===== config.mk =====
export PLATFORM = sky130hd
export DESIGN_NAME = imem_boot_loader
export DESIGN_NICKNAME = d
export VERILOG_FILES = /design/src/rtl/imem_boot_loader_pkg.sv /design/src/rtl/imem_boot_loader_byte_packer.sv /design/src/rtl/imem_boot_loader.sv
export SDC_FILE = /design/constraint.sdc
export NUM_CORES = 1
export LEC_CHECK = 0
export CAP_MARGIN = 15
export CORE_ASPECT_RATIO = 0.9
export CORE_MARGIN = 2
export CORE_UTILIZATION = 35
export DETAILED_ROUTE_END_ITERATION = 6
export DONT_BUFFER_PORTS = 1
export GPL_TIMING_DRIVEN = 0
export PLACE_DENSITY_LB_ADDON = 0.25
export SYNTH_ARGS = -nofsm -noshare
export SYNTH_HDL_FRONTEND = slang
export SYNTH_SLANG_ARGS = --single-unit

===== constraint.sdc =====
create_clock -name clk -period 3 [get_ports clk]
set_clock_uncertainty 0.15 [all_clocks]
set_input_delay 0.3 -clock clk [delete_from_list [all_inputs] [get_ports clk]]
set_output_delay 0.3 -clock clk [all_outputs]
set_load 0.03 [all_outputs]

===== src/rtl/imem_boot_loader_pkg.sv =====
// Shared definitions for the instruction-memory boot loader.
//   - Loader FSM state encodings (2 bits).
//   - Header length in bytes (one little-endian 32-bit word count).
//   - hdr_len_ok(): checks a word count against the imem capacity.
package imem_boot_loader_pkg;

  typedef logic [1:0] loader_state_t;

  localparam loader_state_t S_LEN  = 2'd0;
  localparam loader_state_t S_DATA = 2'd1;
  localparam loader_state_t S_RUN  = 2'd2;
  localparam loader_state_t S_ERR  = 2'd3;

  localparam int unsigned LOADER_HDR_BYTES = 4;

  // A word count is usable when it is non-zero and fits in 2**addr_w words.
  // The compare is done in 33 bits, so addr_w == 32 does not overflow.
  function automatic logic hdr_len_ok(input logic [31:0] n, input int unsigned addr_w);
    logic [32:0] depth;
    depth = 33'd1 << addr_w;
    return (n != 32'd0) && ({1'b0, n} <= depth);
  endfunction

endpackage


===== src/rtl/imem_boot_loader_byte_packer.sv =====
// Packs a byte stream into 32-bit little-endian words.
// The first byte of a word lands in [7:0]. word_valid pulses in the same cycle as the
// 4th byte is accepted. word is valid only while word_valid is high.
// Ports:
//   clk         system clock
//   rst         synchronous active-high reset; clears the byte counter
//   clear       synchronous restart; discards any partial word
//   byte_en     a byte is accepted this cycle
//   byte_in     accepted byte
//   word_valid  4th byte of a word accepted this cycle
//   word        assembled word: {byte_in, earlier three bytes}
module imem_boot_loader_byte_packer
  import imem_boot_loader_pkg::*;
(
  input  logic        clk,
  input  logic        rst,
  input  logic        clear,
  input  logic        byte_en,
  input  logic [7:0]  byte_in,
  output logic        word_valid,
  output logic [31:0] word
);

  localparam logic [1:0] LastByte = 2'(LOADER_HDR_BYTES - 1);

  logic [1:0]  cnt_q, cnt_d;
  // Only the first three bytes need storing; the fourth is taken straight from byte_in.
  logic [23:0] sr_q, sr_d;

  always_comb begin
    cnt_d = cnt_q;
    sr_d  = sr_q;
    if (clear) begin
      cnt_d = 2'd0;
    end else if (byte_en) begin
      cnt_d = cnt_q + 2'd1;  // 2-bit counter wraps 3 -> 0
      sr_d  = {byte_in, sr_q[23:8]};
    end
  end

  always_ff @(posedge clk) begin
    if (rst) begin
      cnt_q <= 2'd0;
      sr_q  <= 24'd0;
    end else begin
      cnt_q <= cnt_d;
      sr_q  <= sr_d;
    end
  end

  assign word_valid = byte_en && !clear && (cnt_q == LastByte);
  assign word       = {byte_in, sr_q};

endmodule


===== src/rtl/imem_boot_loader.sv =====
// Instruction-memory boot loader.
// Receives a program image as a byte stream (4-byte LE word count N, then N LE words),
// writes the words into imem from word 0 upward and holds the core in reset until the
// last word is written. A bad word count (0 or larger than imem) parks the loader in an
// error state. reload restarts the load from S_RUN or S_ERR.
// Ports:
//   clk         system clock
//   rst         synchronous active-high reset
//   in_valid    byte source has in_data valid
//   in_ready    loader accepts a byte this cycle
//   in_data     stream byte
//   reload      1-cycle pulse: restart load, re-assert core reset (S_RUN/S_ERR only)
//   imem_we     imem write strobe, one pulse per word
//   imem_addr   imem word address
//   imem_wdata  imem write data
//   core_rst    core reset, 1 = held in reset
//   done        image loaded, core running
//   error       bad header, sticky until rst/reload
module imem_boot_loader
  import imem_boot_loader_pkg::*;
#(
  parameter int unsigned ADDR_W = 8
) (
  input  logic              clk,
  input  logic              rst,
  input  logic              in_valid,
  output logic              in_ready,
  input  logic [7:0]        in_data,
  input  logic              reload,
  output logic              imem_we,
  output logic [ADDR_W-1:0] imem_addr,
  output logic [31:0]       imem_wdata,
  output logic              core_rst,
  output logic              done,
  output logic              error
);

  loader_state_t     state_q, state_d;
  logic              in_ready_q, in_ready_d;
  logic [ADDR_W-1:0] word_idx_q, word_idx_d;
  logic [31:0]       n_q, n_d;
  logic              we_q, we_d;
  logic [ADDR_W-1:0] addr_q, addr_d;
  logic [31:0]       wdata_q, wdata_d;

  logic        accept;
  logic        reload_ok;
  logic        word_valid;
  logic [31:0] word;
  logic        last_word;

  // in_ready is a register, so accept never feeds an output combinationally.
  assign accept    = in_valid && in_ready_q;
  assign reload_ok = reload && ((state_q == S_RUN) || (state_q == S_ERR));
  assign last_word = (32'(word_idx_q) == (n_q - 32'd1));

  // One packer serves both the header word and the image words.
  imem_boot_loader_byte_packer u_packer (
    .clk        (clk),
    .rst        (rst),
    .clear      (reload_ok),
    .byte_en    (accept),
    .byte_in    (in_data),
    .word_valid (word_valid),
    .word       (word)
  );

  always_comb begin
    state_d    = state_q;
    in_ready_d = in_ready_q;
    word_idx_d = word_idx_q;
    n_d        = n_q;
    we_d       = 1'b0;
    addr_d     = addr_q;
    wdata_d    = wdata_q;
    case (state_q)
      S_LEN: begin
        if (word_valid) begin
          n_d        = word;
          word_idx_d = '0;
          if (hdr_len_ok(word, ADDR_W)) begin
            state_d = S_DATA;
          end else begin
            state_d    = S_ERR;
            in_ready_d = 1'b0;
          end
        end
      end
      S_DATA: begin
        if (!in_ready_q) begin
          // Last word went out on the previous edge; release the core one cycle
          // after its write pulse so no fetch can see an unwritten word.
          state_d = S_RUN;
        end else if (word_valid) begin
          we_d       = 1'b1;
          addr_d     = word_idx_q;
          wdata_d    = word;
          word_idx_d = word_idx_q + 1'b1;
          if (last_word) begin
            in_ready_d = 1'b0;
          end
        end
      end
      S_RUN, S_ERR: begin
        if (reload) begin
          state_d    = S_LEN;
          in_ready_d = 1'b1;
          word_idx_d = '0;
          n_d        = 32'd0;
        end
      end
      default: begin
        state_d    = S_LEN;
        in_ready_d = 1'b1;
      end
    endcase
  end

  always_ff @(posedge clk) begin
    if (rst) begin
      state_q    <= S_LEN;
      in_ready_q <= 1'b1;
      word_idx_q <= '0;
      n_q        <= 32'd0;
      we_q       <= 1'b0;
      addr_q     <= '0;
      wdata_q    <= 32'd0;
    end else begin
      state_q    <= state_d;
      in_ready_q <= in_ready_d;
      word_idx_q <= word_idx_d;
      n_q        <= n_d;
      we_q       <= we_d;
      addr_q     <= addr_d;
      wdata_q    <= wdata_d;
    end
  end

  assign in_ready   = in_ready_q;
  assign imem_we    = we_q;
  assign imem_addr  = addr_q;
  assign imem_wdata = wdata_q;
  assign core_rst   = (state_q != S_RUN);
  assign done       = (state_q == S_RUN);
  assign error      = (state_q == S_ERR);

endmodule


==> qor.txt <==
largest net degree at the start of global routing - 19
area leader, netlist - dfxtp_1
crit path kind - reg2reg
Placement Setup Slack - -177 ps
largest stage delay on the critical path - 530 ps
PortBufs - 0
total vias in the final route - 3885
worst path cell trace - nand2_1 > a21oi_2 > nand2_1 > nor2_1 > clkbuf_1 > nand2_1 > a21oi_1
Synth Flop Type - dfxtp_1
Antenna Cells - 0
Placed Area - 4630 um2
# fillers - 1219
Setup WS post-layout - 263 ps
Worst EP required - 3120 ps
row cnt - 38
Syn Inst Count - 536
most used cell, CP - nand2_1
GR Util All Layers - 18.7%
vias in the first global route - 3766
Synth Area per Inst - 8.26 um2
RSZ-0062 raised after global routing - false
Cell variety after synth - 44
hold path depth - 2
path type of the worst min-delay path - in2reg
fraction of layout cells with a size suffix above 1 - 4.10%
first-pass GRT wire length - 20000 um
fin crit period - 2740 ps
asr flop ratio synth - 0%
final instance area - 5010 um2
routed vias/inst - 5.39
Final Hold Fails - 0
Die Y - 111 um
top-level port count - 57
yosys warns - 0
# setup viols final - 0
CTS tree - built
crit path DAT - 2860 ps
Tcrit/Tclk final - 91.2%
leak pwr - 1.74 nW
post-synthesis sequential area ratio - 49.7%
Final Total Pwr - 2.74 mW
die width - 123 um
Layout area overhead - 13.1%
peak supply drop - 0.289 mV
DRC viols - 0
Wirelength per Cell - 17.0 um
Total Nets Final - 571
CTS Sinks - 110
Worst slew margin - 54.2%
Post-synth EDFFs - 0
Slew @ Worst Pin - 682 ps
final slew viol count - 0
#FFs+latches synth - 110
placed wire-length estimate - 9090 um
Netlist Area Pre-Place - 4430 um2
antenna violations before repair - 0
max_cap viols - 0
fmax - 365 MHz
antenna-violating nets left - 0
DP Cell Count - 696
1st-iter DRT viols - 204
Final Instance Count excl. Fillers - 721
CP max FO - 10
grt total ovfl - 0
Longest Clk Path Bufs - 2
Worst R2R Path Depth - 7
crit start category - register
Die ar. - 13600 um2
Starting Density - 36.2%
core region area - 12200 um2
Crit-path slowest cell - dfxtp_2
Root Buffer - clkbuf_16
Synth area leaders - dfxtp_1, nand2_1, a21oi_1
Final Core Density - 41.0%
area share of the largest cell type after synthesis - 49.7%
drt pass-1 iters - 4
H-tree levels - 3
status - completed
post-CTS setup buffers - 0
TritonCTS buffer count - 9
net count after synthesis - 551
Clk Latency, worst-skew pair - 340 ps
clk slew on worst S/H paths - 70 ps
Routability Congestion - 0.845
PwrDens - 547 nW/um2
Worst setup EP type - register
final wirelength - 12300 um
[path summary, 6_finish.rpt]
kind	from	to	slack, ps
worst max-delay path	in_ready	imem_wdata[27]	260
worst min-delay path	reload	state_q[1]	30
worst min register to register	u_packer.cnt_q[1]	u_packer.cnt_q[1]	330
worst max register to register	in_ready	imem_wdata[27]	260
[through the flow]
stage,setup TNS [ps],hold WS [ps]
after floorplan,0,283
after global placement,-2180,285
after detailed placement,-3000,286
after CTS,0,15.0
after global routing,0,31.3
final,0,33.5
[kinds of logic (layout without fill, tap and decap cells)]
kind of cell | count (synthesis) | after routing | share of synthesized area [%]
AND/OR/NAND/NOR | 248 | 248 | 25.3
AO/OA/AOI/OAI | 125 | 125 | 17.7
flip-flops | 110 | 110 | 49.7
buffers and inverters | 31 | 56 | 2.71
XOR/XNOR | 19 | 19 | 3.76
adder cells (fa/ha/maj) | 3 | 3 | 0.848
[per-layer routing]
layer / track usage [%] / routed length (um) / vias to the layer above
li1: - / - / 1917
met1: 25.6 / 5750 / 1861
met2: 29.1 / 5640 / 94
met3: 3.29 / 651 / 13
met4: 7.51 / 210 / 0
met5: 0 / 0 / -
[critical path: cells and delay by family, from the launching register on]
kind / cells / cell delay (ps)
AO/OA/AOI/OAI: 2 / 530
AND/OR/NAND/NOR: 4 / 920
buffers and inverters: 1 / 520
flip-flops: 1 / 530
[sequential cells by signal, indices dropped and copies added, names as in the netlist]
name and cells:
imem_addr 8, imem_wdata 32, imem_we 1, in_ready 1
n_q 32, state_q 2, u_packer.cnt_q 2, u_packer.sr_q 24
word_idx_q 8
[what timing repair did]
item | 4_1_cts | 5_1_grt
hold buffers | 9 | 0
hold endpoints to repair | 25 | 0
endpoints found under the setup margin | 60 | 47
resized for setup | 1 | 1
[placed cells by master, fill, tap and decap left out, types with 4 or more instances in the layout]
| master | Yosys | routed |
|---|---|---|
| a21oi_1 | 76 | 75 |
| a22o_1 | 27 | 27 |
| clkbuf_1 | 23 | 23 |
| clkbuf_16 | 0 | 9 |
| dfxtp_1 | 110 | 109 |
| dlygate4sd3_1 | 0 | 9 |
| inv_1 | 5 | 5 |
| nand2_1 | 150 | 150 |
| nand3_1 | 13 | 13 |
| nand4_1 | 6 | 6 |
| nor2_1 | 25 | 25 |
| nor3_1 | 13 | 13 |
| nor4_1 | 11 | 11 |
| o21ai_0 | 4 | 4 |
| or4_1 | 4 | 4 |
| xnor2_1 | 8 | 8 |
| xor2_1 | 11 | 11 |
[power breakdown]
part	internal [mW]	switching, mW	total, mW
Clock	0.589	0.537	1.13
Sequential	1.48	0.0254	1.50
Combinational	0.0369	0.0757	0.113
[cell usage after synthesis, types with 2 or more instances]
cell      instances
ha_1              3
or4b_1            3
inv_1             5
nor3_1           13
xnor2_1           8
buf_2             3
nand4b_1          2
nor2_1           25
o21bai_1          2
o211a_1           2
clkbuf_1         23
o41ai_1           3
a21oi_1          76
xor2_1           11
nor3b_1           3
o21ai_0           4
nand4_1           6
o21ai_1           2
nor4b_1           2
and2_1            3
nor2b_1           2
nand2b_1          3
nand2_1         150
nor4_1           11
a22o_1           27
or4_1             4
dfxtp_1         110
nand3_1          13
or3_1             2
[cell type report]
cell class / instances / area (um2) / share of cell area (%)
sequential: 110 / 2200 / 44.0
multi-input combinational: 395 / 2110 / 42.1
clock buffer: 10 / 239 / 4.77
tap: 160 / 200 / 4.00
buffer: 26 / 101 / 2.02
timing repair buffer: 9 / 90.1 / 1.80
clock inverter: 6 / 45.0 / 0.900
inverter: 5 / 18.8 / 0.375
No activity file was read; power rests on OpenSTA's default activity.
